File: config.mk
export PLATFORM = sky130hd
export DESIGN_NAME = spi_cmd_scheduler
export DESIGN_NICKNAME = d
export VERILOG_FILES = /design/src/rtl/spi_cmd_scheduler.sv
export SDC_FILE = /design/constraint.sdc
export NUM_CORES = 1
export LEC_CHECK = 0
export ABC_AREA = 1
export BUFFER_PORTS_ARGS = -buffer_cell sky130_fd_sc_hd__buf_2
export CORE_MARGIN = 4
export CORE_UTILIZATION = 55
export DETAILED_ROUTE_END_ITERATION = 8
export GPL_ROUTABILITY_DRIVEN = 0
export PLACE_DENSITY_LB_ADDON = 0.1
export SYNTH_ARGS = -nofsm -noshare
export SYNTH_HDL_FRONTEND = slang
export SYNTH_SLANG_ARGS = --single-unit
File: constraint.sdc
create_clock -name clk -period 3 [get_ports clk]
set_clock_uncertainty 0.05 [all_clocks]
set_input_delay 0.6 -clock clk [delete_from_list [all_inputs] [get_ports clk]]
set_output_delay 0.6 -clock clk [all_outputs]
set_load 0.05 [all_outputs]
File: src/rtl/spi_cmd_scheduler.sv
// SPI master for the probe command port. It merges a host cfg FIFO, with an
// optional trailing dummy frame, and a periodic ADC poll onto one LSB-first link.
module spi_cmd_scheduler #(
    parameter int CLK_DIV     = 5,
    parameter int FIFO_DEPTH  = 8,
    parameter int POLL_PERIOD = 1280
) (
    input  logic        clk,
    input  logic        rst_n,
    input  logic        cfg_valid,
    output logic        cfg_ready,
    input  logic [31:0] cfg_frame,
    input  logic        cfg_dummy,
    input  logic        poll_en,
    input  logic [9:0]  poll_addr,
    output logic        rd_valid,
    output logic [31:0] rd_data,
    output logic [1:0]  rd_src,
    output logic [7:0]  poll_miss,
    output logic        busy,
    output logic        sck,
    output logic        mosi,
    output logic        cs_n,
    input  logic        miso
);
    localparam int DW = $clog2(CLK_DIV);
    localparam int AW = $clog2(FIFO_DEPTH);
    localparam int TW = $clog2(POLL_PERIOD);
    localparam logic [1:0] SRC_CFG = 2'd0, SRC_DUMMY = 2'd1, SRC_POLL = 2'd2;

    typedef enum logic [2:0] {IDLE, SHIFT_H, SHIFT_L, TAIL, GAP} state_t;

    state_t        state_q;
    logic [DW-1:0] div_q;
    logic [4:0]    bit_q;
    logic [30:0]   frame_q;
    logic [31:0]   cap_q, rd_data_q;
    logic [1:0]    cur_src_q, rd_src_q;
    logic          dummy_pend_q, last_cfg_q;
    logic          cs_n_q, sck_q, mosi_q, rd_valid_q;

    logic [32:0]   mem_q [FIFO_DEPTH];
    logic [AW-1:0] wr_ptr_q, rd_ptr_q;
    logic [AW:0]   count_q, count_d;
    logic          avail_q;
    logic [32:0]   head;
    logic          push, pop;

    logic [TW-1:0] timer_q, timer_d;
    logic          poll_pend_q, poll_pend_d;
    logic [7:0]    miss_q, miss_d;

    logic          sel_dummy, sel_poll, sel_fifo, start;
    logic [31:0]   nxt_frame;
    logic [1:0]    nxt_src;
    logic          div_last;

    assign cfg_ready = (count_q != (AW+1)'(FIFO_DEPTH));
    assign push      = cfg_valid & cfg_ready;
    assign pop       = sel_fifo;
    assign head      = mem_q[rd_ptr_q];
    assign count_d   = count_q + (AW+1)'(push) - (AW+1)'(pop);

    always_ff @(posedge clk) begin
        if (push) mem_q[wr_ptr_q] <= {cfg_dummy, cfg_frame};
    end

    // avail_q lags count_q so a fresh entry costs one eligibility cycle
    always_ff @(posedge clk or negedge rst_n) begin
        if (!rst_n) begin
            wr_ptr_q <= '0;
            rd_ptr_q <= '0;
            count_q  <= '0;
            avail_q  <= 1'b0;
        end else begin
            if (push) wr_ptr_q <= wr_ptr_q + AW'(1);
            if (pop)  rd_ptr_q <= rd_ptr_q + AW'(1);
            count_q <= count_d;
            avail_q <= (count_q != '0);
        end
    end

    always_comb begin
        timer_d     = timer_q;
        poll_pend_d = poll_pend_q;
        miss_d      = miss_q;
        if (sel_poll) poll_pend_d = 1'b0;
        if (!poll_en) begin
            timer_d     = '0;
            poll_pend_d = 1'b0;
        end else if (timer_q == TW'(POLL_PERIOD - 1)) begin
            timer_d     = '0;
            poll_pend_d = 1'b1;
            if (poll_pend_q && !sel_poll && miss_q != 8'hFF) miss_d = miss_q + 8'd1;
        end else begin
            timer_d = timer_q + TW'(1);
        end
    end

    always_ff @(posedge clk or negedge rst_n) begin
        if (!rst_n) begin
            timer_q     <= '0;
            poll_pend_q <= 1'b0;
            miss_q      <= '0;
        end else begin
            timer_q     <= timer_d;
            poll_pend_q <= poll_pend_d;
            miss_q      <= miss_d;
        end
    end

    // A pending poll jumps ahead of the FIFO only right after a cfg frame
    always_comb begin
        sel_dummy = 1'b0;
        sel_poll  = 1'b0;
        sel_fifo  = 1'b0;
        if (state_q == IDLE) begin
            if (dummy_pend_q)                     sel_dummy = 1'b1;
            else if (poll_pend_q && last_cfg_q)   sel_poll  = 1'b1;
            else if (avail_q && count_q != '0)    sel_fifo  = 1'b1;
            else if (poll_pend_q)                 sel_poll  = 1'b1;
        end
    end

    assign start     = sel_dummy | sel_poll | sel_fifo;
    assign nxt_frame = sel_fifo ? head[31:0] : sel_poll ? {6'd19, poll_addr, 16'd0} : 32'h0;
    assign nxt_src   = sel_fifo ? SRC_CFG : sel_poll ? SRC_POLL : SRC_DUMMY;
    assign div_last  = (div_q == DW'(CLK_DIV - 1));

    always_ff @(posedge clk or negedge rst_n) begin
        if (!rst_n) begin
            state_q      <= IDLE;
            div_q        <= '0;
            bit_q        <= '0;
            frame_q      <= '0;
            cap_q        <= '0;
            cur_src_q    <= SRC_CFG;
            dummy_pend_q <= 1'b0;
            last_cfg_q   <= 1'b0;
            cs_n_q       <= 1'b1;
            sck_q        <= 1'b1;
            mosi_q       <= 1'b0;
            rd_valid_q   <= 1'b0;
            rd_data_q    <= '0;
            rd_src_q     <= SRC_CFG;
        end else begin
            rd_valid_q <= 1'b0;
            case (state_q)
                IDLE: if (start) begin
                    state_q      <= SHIFT_H;
                    frame_q      <= nxt_frame[31:1];
                    cur_src_q    <= nxt_src;
                    div_q        <= '0;
                    bit_q        <= '0;
                    cs_n_q       <= 1'b0;
                    mosi_q       <= nxt_frame[0];
                    last_cfg_q   <= sel_fifo;
                    dummy_pend_q <= sel_fifo & head[32];
                end
                SHIFT_H: if (div_last) begin
                    div_q   <= '0;
                    sck_q   <= 1'b0;
                    state_q <= SHIFT_L;
                end else begin
                    div_q <= div_q + DW'(1);
                end
                SHIFT_L: begin
                    if (div_q == '0) cap_q[bit_q] <= miso;
                    if (div_last) begin
                        div_q <= '0;
                        sck_q <= 1'b1;
                        if (bit_q == 5'd31) begin
                            state_q <= TAIL;
                            mosi_q  <= 1'b0;
                        end else begin
                            // frame_q[j] holds frame bit j+1
                            mosi_q  <= frame_q[bit_q];
                            bit_q   <= bit_q + 5'd1;
                            state_q <= SHIFT_H;
                        end
                    end else begin
                        div_q <= div_q + DW'(1);
                    end
                end
                TAIL: if (div_last) begin
                    div_q      <= '0;
                    cs_n_q     <= 1'b1;
                    state_q    <= GAP;
                    rd_valid_q <= 1'b1;
                    rd_data_q  <= cap_q;
                    rd_src_q   <= cur_src_q;
                end else begin
                    div_q <= div_q + DW'(1);
                end
                GAP: if (div_last) begin
                    div_q   <= '0;
                    state_q <= IDLE;
                end else begin
                    div_q <= div_q + DW'(1);
                end
                default: state_q <= IDLE;
            endcase
        end
    end

    assign cs_n      = cs_n_q;
    assign sck       = sck_q;
    assign mosi      = mosi_q;
    assign rd_valid  = rd_valid_q;
    assign rd_data   = rd_data_q;
    assign rd_src    = rd_src_q;
    assign poll_miss = miss_q;
    assign busy      = (state_q != IDLE) || (count_q != '0) || dummy_pend_q;
endmodule

Yosys cells after proc, flatten, opt, wreduce, memory -nomap -nowiden

Memory sizes are Yosys's and may differ from the RTL's.
Cells that the tools add are included.
W data, S select, Z words.

Register bits: 147
RAM bits: 264
Bits of input ports: 48
Output and inout port bits: 48
Word-level logic and storage cells: 131
Memories kept: 1

Memory list:

| memory | words | width | rd ports | clocked after Yosys merged registers in | wr ports | RTL line | text |
|---|---|---|---|---|---|---|---|
| mem_q  | 8     | 33    | 1        | 0                                       | 1        | 42       | `logic [32:0] mem_q [FIFO_DEPTH];` |

$add $sub $neg: 8
$lt $le $gt $ge: 2
Equal/unequal tests: 16
Multiplexer cells: 52
Bitwise operators: 4
Reduce and logical (&&, ||, !) cells: 27

Operators with widths:

| kind                    | count |
|---|---|
| $bwmux W32              | 1 |
| $mux W32                | 1 |
| $mux W31                | 1 |
| $mux W1                 | 26 |
| $mux W11                | 2 |
| $mux W3                 | 7 |
| $mux W5                 | 3 |
| $pmux W3 S5             | 1 |
| $ne A2 B2 Y1 const B    | 6 |
| $reduce_and A3 Y1       | 4 |
| $add A11 B1 Y11 const B | 1 |
| $eq A11 B11 Y1 const B  | 1 |
| $pmux W5 S2             | 1 |
| $add A3 B1 Y3 const B   | 3 |
| $add A8 B1 Y8 const B   | 1 |
| $ne A8 B8 Y1 const B    | 1 |
| $reduce_and A2 Y1       | 4 |
| $reduce_bool A2 Y1      | 4 |
| $eq A3 B2 Y1 const B    | 2 |
| $eq A3 B3 Y1 const B    | 2 |
| $logic_not A3 Y1        | 2 |
| $lt A5 B6 Y1 const B    | 1 |
| $mux W2                 | 3 |
| $pmux W1 S2             | 3 |
| 21 further kinds        | 28 |

Depth between registers and ports, before layout

Gate-level depths: netlist of the first run.

Depth in word-level cells: 10
Mapped depth: 14

Least setup slack after synthesis of the first run

OpenSTA, ideal clock, no wires.

Path kind: reg2reg
Start: register count_q[2]
End: memory mem_q[0][0], enable pin
Setup time: 0.423 ns
Arrival time: 2.877 ns
Setup slack: -0.350 ns
Stages on the path, launching flop included: 7
Buffers on the path: 0
Period minus slack after synthesis: 3.350 ns
Path through: dfrtp_1 -> inv_1 -> ha_1 -> nand3_1 -> nand2_1 -> or2_2 -> nor2_1

Word-level cells in the longest chain between the ends: 4

Ends and longest elaborated chain:

| what                          | RTL line | text |
|---|---|---|
| start, declared               | 44       | `logic [AW:0] count_q, count_d;` |
| start signal, assigned        | 78       | `count_q <= count_d;` |
| $ne A4 B4 Y1                  | 58       | `assign cfg_ready = (count_q != (AW+1)'(FIFO_DEPTH));` |
| named net cfg_ready           | 11       | `output logic cfg_ready,` |
| $and A1 B1 Y1                 | 59       | `assign push = cfg_valid & cfg_ready;` |
| $mux W1                       | 65       | `if (push) mem_q[wr_ptr_q] <= {cfg_dummy, cfg_frame};` |
| $mux W1 (implied by the code) | 65       |  |
| end, declared                 | 42       |  |

The timed path passes the listed nets, and every way through them passes these cells.

Worst setup path in the final report of the first run

Start: register count_q[2]
End: output port busy

Word-level cells in the longest chain between the ends: 3

Ends and longest elaborated chain:

| what                            | RTL line | text |
|---|---|---|
| $reduce_bool A4 Y1              | 213      | `assign busy = (state_q != IDLE) \|\| (count_q != '0) \|\| dummy_pend_q;` |
| $logic_or A1 B1 Y1 (2 in a row) | 213      |  |
| end, declared                   | 20       | `output logic busy,` |

Every way passes these cells.

==> impl_metrics.yaml, run 1 <==
run_status:
  status: "finished with violations"
  violations: "hold timing"
route:
  routed-wl-met3_um: 2040
  wl_met2_um: 18300
  avgViaCountPerCell: 5.65
  vias: 11100
  drt-met1-wl_um: 16400
  wl_per_cell_um: 19.1
  drc: 0
  antenna_left: 0
  maxUsedRoutingLayer: "met5"
  wl_um: 37600
  first_iter_violations: 913
  dr.pass1.iters: 5
timing:
  period_share: 0.790
  hold_viol: 9
  min_period_ps: 2370
  relSlewSlack: 0.395
  rsz0062_at_grt: "no"
  timing.hold.ws_ps: -31.6
  fmax_mhz: 422
  setup_viol: 0
  tightest_slew_ps: 906
  drv_slew: 0
power:
  combPwrFrac: 0.320
  pwr-share-clk: 0.270
  internal_power_mw: 11.9
  p_sw_mw: 6.89
  swShare: 0.367
  peakVddDrop_mv: 0.495
  leakage_nw: 7.46
  cellPowerDensity_nw_per_um2: 979
  seq_power_share: 0.410
yosys:
  synth-seq-area-share: 0.693
  synthCells: 1448
  yosysTopAreaCell: "edfxtp_1"
  yosys_warnings: 0
  syn_avg_cell_area_um2: 11.6
  netlist_area_um2: 16800
  syn_nets: 1514
  synth_cell_types: 40
  synth_seq_cells: 411
  synth_top_area_share: 0.473
  async_reset_ff_frac: 0.358
  synth_top_cells_by_area: "edfxtp_1 (47%), dfrtp_1 (22%), nand2_1 (5.4%)"
  synth_ff_type: "edfxtp_1"
  synth_edf_count: 264
worst_setup_path:
  crit_slowest_cell: "dfrtp_1"
  max_stage_delay_ps: 320
  worstPathCellList: "inv_1 -> ha_1 -> nand3_1 -> inv_1 -> nand2_1 -> buf_2"
  setup.worst_path.class: "flop to output pin"
  endpoint_kind: "output pin"
  startpoint_type: "flop"
  ff2ff_path_depth: 6
  path_common_cell: "inv_1"
  worstPathArrival_ps: 1720
  r2r-start: "rd_ptr_q[0]"
  crit_required_ps: 2350
  crit_path_start: "count_q[2]"
  r2r_setup_slack_ps: 740
  cp_max_fo: 3
finish:
  fin_area_um2: 19200
  drive_gt1_frac: 0.145
  area_growth_syn_to_layout_pct: 14.4
  utilization: 0.642
  final_cell_mix: "edfxtp_1 (264), nand2_1 (242), o21ai_0 (171)"
  fin_nets: 1606
  fillers: 2370
  final_common_cell: "edfxtp_1"
die:
  die_y_um: 183
  rows: 63
  core_area_um2: 29900
  num_io_pins: 96
  die_x_um: 183
  initial_core_util: 0.561
  die_area_um2: 33300
clock_tree:
  cts_tree: "yes"
  clk_pin_slew_ps: 60
  insertion_delay_ps: 540
  cts_root_buf: "clkbuf_16"
  htree_levels: 2
  cts_setup_buffers: 0
  hold_buffers: 0
  cts_buffer_depth: 3
  cts_made_buffers: 42
  cts_sinks: 411
  post_cts_resized: 0
worst_hold_path:
  hp-class: "primary input to async pin"
global_routing:
  grt_usage: 0.228
  grt_pass1_wl_um: 60500
  grt_start_max_net_pins: 79
  grt_pass1_vias: 10900
  grt_overflow: 0
  antenna_found_initial: 2
placement:
  port_buffers: 95
  dp_hpwl_um: 22000
  place_area_um2: 17800
run:
  maxCapViolCount: 0
==> power by group through the flow <==
| stage | clock network (mW) | logic [mW] | registers (mW) |
|---|---|---|---|
| 6_report | 5.07 | 6.00 | 7.69 |
| 5_1_grt | 5.43 | 6.70 | 7.80 |
| 4_1_cts | 5.16 | 6.08 | 7.69 |
| 3_5_place_dp | 0 | 6.03 | 7.79 |
| 3_3_place_gp | 0 | 5.91 | 7.77 |
| 2_1_floorplan | 0 | 3.43 | 8.40 |
==> cells in the mapped netlist (3+ instances only) <==
master and n:
nand4_1 3, o211ai_1 10, nand3_1 78, inv_1 79, o22ai_1 11, o21ai_2 7, o21ai_1 7, a21oi_1 28
nor3_2 8, xnor2_1 6, inv_2 10, edfxtp_1 264, buf_2 20, buf_4 5, o221ai_1 54, nand2_1 242
nor2_1 170, o21ai_0 171, clkbuf_1 47, nor2_4 4, xor2_1 11, ha_1 17, a31oi_1 25, clkinv_1 3
dfrtp_1 145, nor3_1 4
==> flip-flops by register name (all words and copies together) (netlist names) <==
name and cells:
state_q 3, bit_q 5, rd_src 2, avail_q 1
wr_ptr_q 3, rd_ptr_q 3, rd_data 32, poll_pend_q 1
div_q 3, mosi 1, cap_q 32, timer_q 11
cs_n 1, mem_q 264, count_q 4, frame_q 31
sck 1, rd_valid 1, cur_src_q 2, poll_miss 8
last_cfg_q 1, dummy_pend_q 1
==> cell type report <==
type | instances | area (µm²) | share of cell area
Timing Repair Buffer | 123 | 842 | 0.0439
Clock buffer | 62 | 1180 | 0.0614
Antenna cell | 1 | 2.50 | 0.000131
Multi-Input combinational cell | 870 | 4530 | 0.236
Clock inverter | 16 | 171 | 0.00894
Tap cell | 390 | 488 | 0.0255
Sequential cell | 411 | 11600 | 0.606
Inverter | 92 | 347 | 0.0181
==> kinds of logic after synthesis <==
group / Yosys count / share of synthesized area
and+or+nand+nor: 521 / 0.132
DFF: 411 / 0.693
AOI/OAI and AO/OA: 314 / 0.112
buffers and inverters: 167 / 0.0405
adders and majority gates: 18 / 0.0139
xor gates and xnor gates: 17 / 0.00889
==> critical path, delay by kind of cell, from the launching register on <==
family / cells / cell delay [ps]
fa+ha+maj: 1 / 190
buf+inv: 3 / 440
flops: 1 / 320
simple gates: 2 / 230
==> metal layers <==
| layer | vias to the layer above | track usage |
|---|---|---|
| met3 | 64 | 0.0351 |
| met4 | 2 | 0.0642 |
| met1 | 5437 | 0.324 |
| met5 | - | 0 |
| met2 | 297 | 0.372 |
| li1 | 5298 | - |
==> stage by stage <==
| step | power [mW] | hold WS, ps | instances | TNS, ps | worst slack [ps] |
|---|---|---|---|---|---|
| detailed placement | 13.8 | 404 | 1886 | 0 | 738 |
| finish | 18.8 | -31.6 | 1965 | 0 | 629 |
| floorplan | 11.8 | 254 | 1448 | -46150 | -350 |
| global route | 19.9 | 24.1 | 1964 | 0 | 426 |
| CTS | 18.9 | 14.1 | 1964 | 0 | 599 |
| global placement | 13.7 | 400 | 1886 | 0 | 796 |
==> worst paths after layout <==
kind / end
setup / recovery: busy
hold / removal: rd_data[29]
setup reg to reg: frame_q[29]
hold reg to reg: rd_data[27]
max in group asynchronous: frame_q[15]
min in group clk: frame_q[20]
No activity file was read; power rests on OpenSTA's default activity.
==> run 2, diff against run 1 <==
- ABC_AREA: 1 -> 0
- CORE_UTILIZATION: 55 -> 60
- clock period: 3 -> 2.3 ns (I/O delays scaled with it)
==> run 2 against run 1 <==
Compared with the run above: the flow now finishes without violations; utilization grew 7.4 points; worst setup slack lost 620 ps; sequential power grew 31%; sequential cell count is the same; global-route usage shrank 1.1 points; wire length shrank 15%; worst hold slack gained 170 ps; critical path depth grew 5.
==> impl_metrics.yaml, run 2 <==
finish:
  fin_nets: 1161
  utilization: 0.716
  largest_reg_flops: 264
  insertedDiodeCount: 0
  drive_gt1_frac: 0.352
  fin_cells: 1468
  fin_area_um2: 19300
  area_growth_syn_to_layout_pct: 17.6
  final_common_cell: "edfxtp_1"
  top_register: "mem_q"
  final_cell_mix: "edfxtp_1 (264), dfrtp_1 (142), buf_2 (93)"
worst_setup_path:
  setup.worst_path.class: "flop to flop"
  startpoint_type: "flop"
  crit_required_ps: 2680
  worstPathArrival_ps: 2670
  cp_max_fo: 2
  path_common_cell: "inv_2"
  worstPathCellList: "inv_1 -> ha_2 -> or3b_4 -> nand4_1 -> inv_2 -> ha_4 -> inv_2 -> ha_4 -> inv_2 -> fa_2 -> inv_2"
  max_stage_delay_ps: 510
  endpoint_kind: "flop"
  crit_slowest_cell: "fa_2"
route:
  wl_um: 32000
  antenna_left: 0
  vias: 8665
  drc: 0
  avgViaCountPerCell: 5.90
  dr.pass1.iters: 5
  first_iter_violations: 650
  wl_per_cell_um: 21.8
yosys:
  synth.most_common_cell: "edfxtp_1"
  netlist_area_um2: 16400
  syn_avg_cell_area_um2: 17.3
  synth-seq-area-share: 0.708
  synth_top_cells_by_area: "edfxtp_1 (48%), dfrtp_1 (22%), mux4_2 (9.2%)"
  yosys.area_share.simple: 0.0523
  synth_cell_types: 49
  synth_ff_type: "edfxtp_1"
  synthCells: 949
  synth_mux_area_frac: 0.169
  yosys_warnings: 0
  synth_seq_cells: 411
  synth_edf_count: 264
  yosysTopAreaCell: "edfxtp_1"
  synth_fa_ha_area_frac: 0.0142
  synth_top_family_by_area: "multiplexers"
  synth_compound_area_frac: 0.0303
  synth_xor_area_frac: 0.0112
  synth_top_area_share: 0.483
  syn_nets: 1015
  synth_common_cells: "edfxtp_1 (264), dfrtp_1 (145), mux2_2 (82)"
  async_reset_ff_frac: 0.358
die:
  die_x_um: 173
  die_y_um: 173
  die_area_um2: 30000
  core_area_um2: 27000
  num_io_pins: 96
  rows: 60
  initial_core_util: 0.608
timing:
  drv_slew: 0
  min_period_ps: 2290
  timing.hold.ws_ps: 139
  tightest_slew_ps: 513
  hold_viol: 0
  worst_slack_ps: 10.7
  fmax_mhz: 437
  relSlewSlack: 0.658
  setup_viol: 0
  period_share: 0.995
  rsz0062_at_grt: "yes"
worst_hold_path:
  hp-class: "primary input to flop"
placement:
  pre_cts_ws_ps: 30.9
  place_area_um2: 17900
  dp_cells: 1387
  port_buffers: 95
  dp_hpwl_um: 19400
power:
  cellPowerDensity_nw_per_um2: 1220
  leakage_nw: 7.41
  peakVddDrop_mv: 0.890
clock_tree:
  cts_sinks: 411
  cts_root_buf: "clkbuf_16"
  insertion_delay_ps: 540
  htree_levels: 2
  clk_pin_slew_ps: 60
  cts_buffer_depth: 3
  cts_made_buffers: 42
  cts_tree: "yes"
global_routing:
  grt_pass1_vias: 9075
  grt_overflow: 0
  antenna_found_initial: 4
  grt_start_max_net_pins: 55
  grt_usage: 0.217
  grt_pass1_wl_um: 51100
run:
  maxCapViolCount: 0
run_status:
  status: "finished, final reports clean"
-- run 2: changes by cell type after synthesis, sizes merged, moves of 23 or more --
cell and change:
o221ai -54, nor2 -154, o21ai -145, inv -73, nand2 -163, mux2i +34
nand3 -64, a31oi -23, mux2 +82, mux4 +67
-- run 2: per-layer routing --
metal  wire length (µm)  global-route usage
met1              13400               0.297
met2              16200               0.368
met3               1780              0.0408
met4                584              0.0539
met5                 43                   0
-- run 2: final cells by class --
class	instances	area, µm²
clock buffer	62	1210
clock inverter	14	139
fill	1730	7660
inverter	16	60.1
multi-input combinational	476	4750
sequential	411	11600
tap	341	427
timing repair buffer	148	1090
-- run 2: report_power, final --
part,internal (mW),switching [mW]
logic,3.08,3.88
registers,9.33,0.763
clock network,3.88,2.69
total,16.3,7.33
-- run 2: timing repair --
item / 4_1_cts / 5_1_grt
hold buffers: 1 / 0
buffers inserted: 0 / 4
endpoints found under the hold margin: 49 / 0
setup endpoints to repair: 2 / 7
resized for setup: 3 / 10
pin swaps: 1 / 8
-- run 2: cell families after synthesis --
family          after synthesis
flops                       411
mux                         183
xor+xnor                     21
fa+ha+maj                    18
buf+inv                      62
simple gates                173
compound gates               81
-- run 2: stage by stage --
stage               total power, mW  TNS [ps]
finish                         23.6         0
global route                   24.8      -101
CTS                            23.8     -19.4
detailed placement             17.2         0
global placement               17.0         0
floorplan                      14.9     -5780
-- run 2: final timing paths --
path / start / end / slack [ps] / cells after the start
worst max-delay path: count_q[3] / count_q[1] / 10 / 11
worst min-delay path: poll_addr[6] / frame_q[21] / 140 / 3
worst max register to register: count_q[3] / count_q[1] / 10 / 11
worst min register to register: frame_q[30] / frame_q[30] / 430 / 2
max in group asynchronous: rst_n / rd_data[9] / 1130 / 3
min in group asynchronous: rst_n / wr_ptr_q[2] / 390 / 2
-- run 2: worst max-delay path: cells and delay by family (launching register included) --
| kind | cells | cell delay [ps] |
|---|---|---|
| buf+inv | 5 | 250 |
| simple gates | 2 | 510 |
| flops | 1 | 370 |
| fa+ha+maj | 4 | 1000 |
==> run 3, diff against run 2 <==
- MAX_ROUTING_LAYER: not set -> met4
- RECOVER_POWER: not set -> 50
==> run 3 against run 2 <==
Compared with the run above: die area did not move; sequential cell count did not move; critical path depth did not move; worst setup slack got worse by 0.64 ps; wire length rose by 0.63%; critical endpoint unchanged; largest power group unchanged.
==> impl_metrics.yaml, run 3 (synthesis gave the netlist of run 2 again) <==
finish:
  top_register: "mem_q"
  fin_nets: 1161
  largest_reg_flops: 264
  drive_gt1_frac: 0.310
  fin_area_um2: 19200
  area_growth_syn_to_layout_pct: 17.0
  final_common_cell: "edfxtp_1"
  utilization: 0.712
  final_cell_mix: "edfxtp_1 (264), dfrtp_1 (142), mux2_2 (82)"
  fin_cells: 1470
global_routing:
  antenna_found_initial: 2
  grt_start_max_net_pins: 55
  grt_pass1_vias: 9060
  grt_overflow: 0
  grt_pass1_wl_um: 51200
  grt_usage: 0.224
die:
  rows: 60
  die_area_um2: 30000
  core_area_um2: 27000
  initial_core_util: 0.608
  die_y_um: 173
  die_x_um: 173
  num_io_pins: 96
route:
  drc: 0
  dr.pass1.iters: 5
  wl_um: 32200
  first_iter_violations: 625
  vias: 8672
  wl_per_cell_um: 21.9
  antenna_left: 0
  avgViaCountPerCell: 5.90
timing:
  hold_viol: 0
  tightest_slew_ps: 1350
  drv_slew: 0
  period_share: 0.996
  timing.hold.ws_ps: 133
  relSlewSlack: 0.0986
  setup_viol: 0
  fin_tns_setup_ps: 0
  worst_slack_ps: 10.1
  min_period_ps: 2290
  fmax_mhz: 437
  rsz0062_at_grt: "yes"
worst_setup_path:
  max_stage_delay_ps: 510
  cp_max_fo: 2
  worstPathCellList: "inv_1 -> ha_2 -> or3b_4 -> nand4_1 -> inv_2 -> ha_4 -> inv_2 -> ha_4 -> inv_2 -> fa_2 -> inv_2"
  path_common_cell: "inv_2"
  cp_top_family: "adder cells"
  worstPathArrival_ps: 2670
  path_buf_inv: 5
  crit_required_ps: 2680
  crit_slowest_cell: "fa_2"
  startpoint_type: "flop"
  endpoint_kind: "flop"
  setup.worst_path.class: "flop to flop"
placement:
  dp_cells: 1387
  pre_cts_ws_ps: 30.9
  port_buffers: 95
  place_area_um2: 17900
  dp_hpwl_um: 19400
power:
  internal_power_mw: 16.2
  swShare: 0.311
  seq_power_share: 0.428
  peakVddDrop_mv: 0.891
  cellPowerDensity_nw_per_um2: 1230
  pwr-share-clk: 0.279
  total_power_mw: 23.6
  combPwrFrac: 0.293
  leakage_nw: 7.26
  p_sw_mw: 7.34
run_status:
  status: "finished, final reports clean"
clock_tree:
  clk_pin_slew_ps: 60
  cts_root_buf: "clkbuf_16"
  cts_made_buffers: 42
  cts_tree: "yes"
  cts_sinks: 411
  cts_buffer_depth: 3
  htree_levels: 2
  insertion_delay_ps: 540
run:
  maxCapViolCount: 0
worst_hold_path:
  hp-class: "primary input to flop"
==> run 3: changes by cell type in the layout (fill, tap and decap cells not counted), sizes merged <==
cell    before  now
buf        147  100
diode        0    2
clkbuf      62  109
==> run 3: metal layers <==
layer / up-vias / track usage / routed length, µm / part of all wire
met4: 0 / 0.0539 / 568 / 0.018
met5: - / - / 0 / 0
met3: 41 / 0.0408 / 1730 / 0.054
li1: 3936 / - / - / -
met1: 4483 / 0.297 / 13700 / 0.42
met2: 212 / 0.368 / 16300 / 0.50
==> run 3: final timing paths <==
path | startpoint | cells past startpoint | to | slack (ps)
setup / recovery | count_q[3] | 11 | count_q[1] | 10
min in group asynchronous | rst_n | 2 | timer_q[4] | 730
hold reg to reg | frame_q[11] | 2 | frame_q[11] | 430
setup reg to reg | count_q[3] | 11 | count_q[1] | 10
max in group asynchronous | rst_n | 3 | rd_data[7] | 370
hold / removal | poll_addr[6] | 3 | frame_q[21] | 130
==> run 3: layout make-up <==
type	count	area [µm²]
clock inverters	14	139
well taps	341	427
fillers	1759	7770
flip-flops and latches	411	11600
diodes	2	5.00
inverters	16	60.1
clock buffers	62	1210
multi-input cells	476	4720
repair buffers	148	1010
==> run 3: repair_timing <==
| item | 4_1_cts | 5_1_grt |
|---|---|---|
| setup endpoints to repair | 2 | 7 |
| pin swaps | 1 | 8 |
| resized for setup | 3 | 10 |
| buffers inserted | 0 | 4 |
| hold buffers | 1 | 0 |
| endpoints found under the hold margin | 49 | 0 |
==> run 3: worst reg2reg max path, delay by kind of cell (launching register included) <==
family	cells	cell delay, ps
buffers and inverters	5	250
adder cells (fa/ha/maj)	4	1000
AND/OR/NAND/NOR	2	510
flip-flops	1	370
==> run 3: power groups by stage <==
stage / registers [mW] / clock network [mW] / logic [mW]
3_5_place_dp: 10.2 / 0 / 6.94
6_report: 10.1 / 6.58 / 6.90
2_1_floorplan: 10.7 / 0 / 4.16
5_1_grt: 10.2 / 7.09 / 7.45
3_3_place_gp: 10.2 / 0 / 6.84
4_1_cts: 10.1 / 6.71 / 6.98
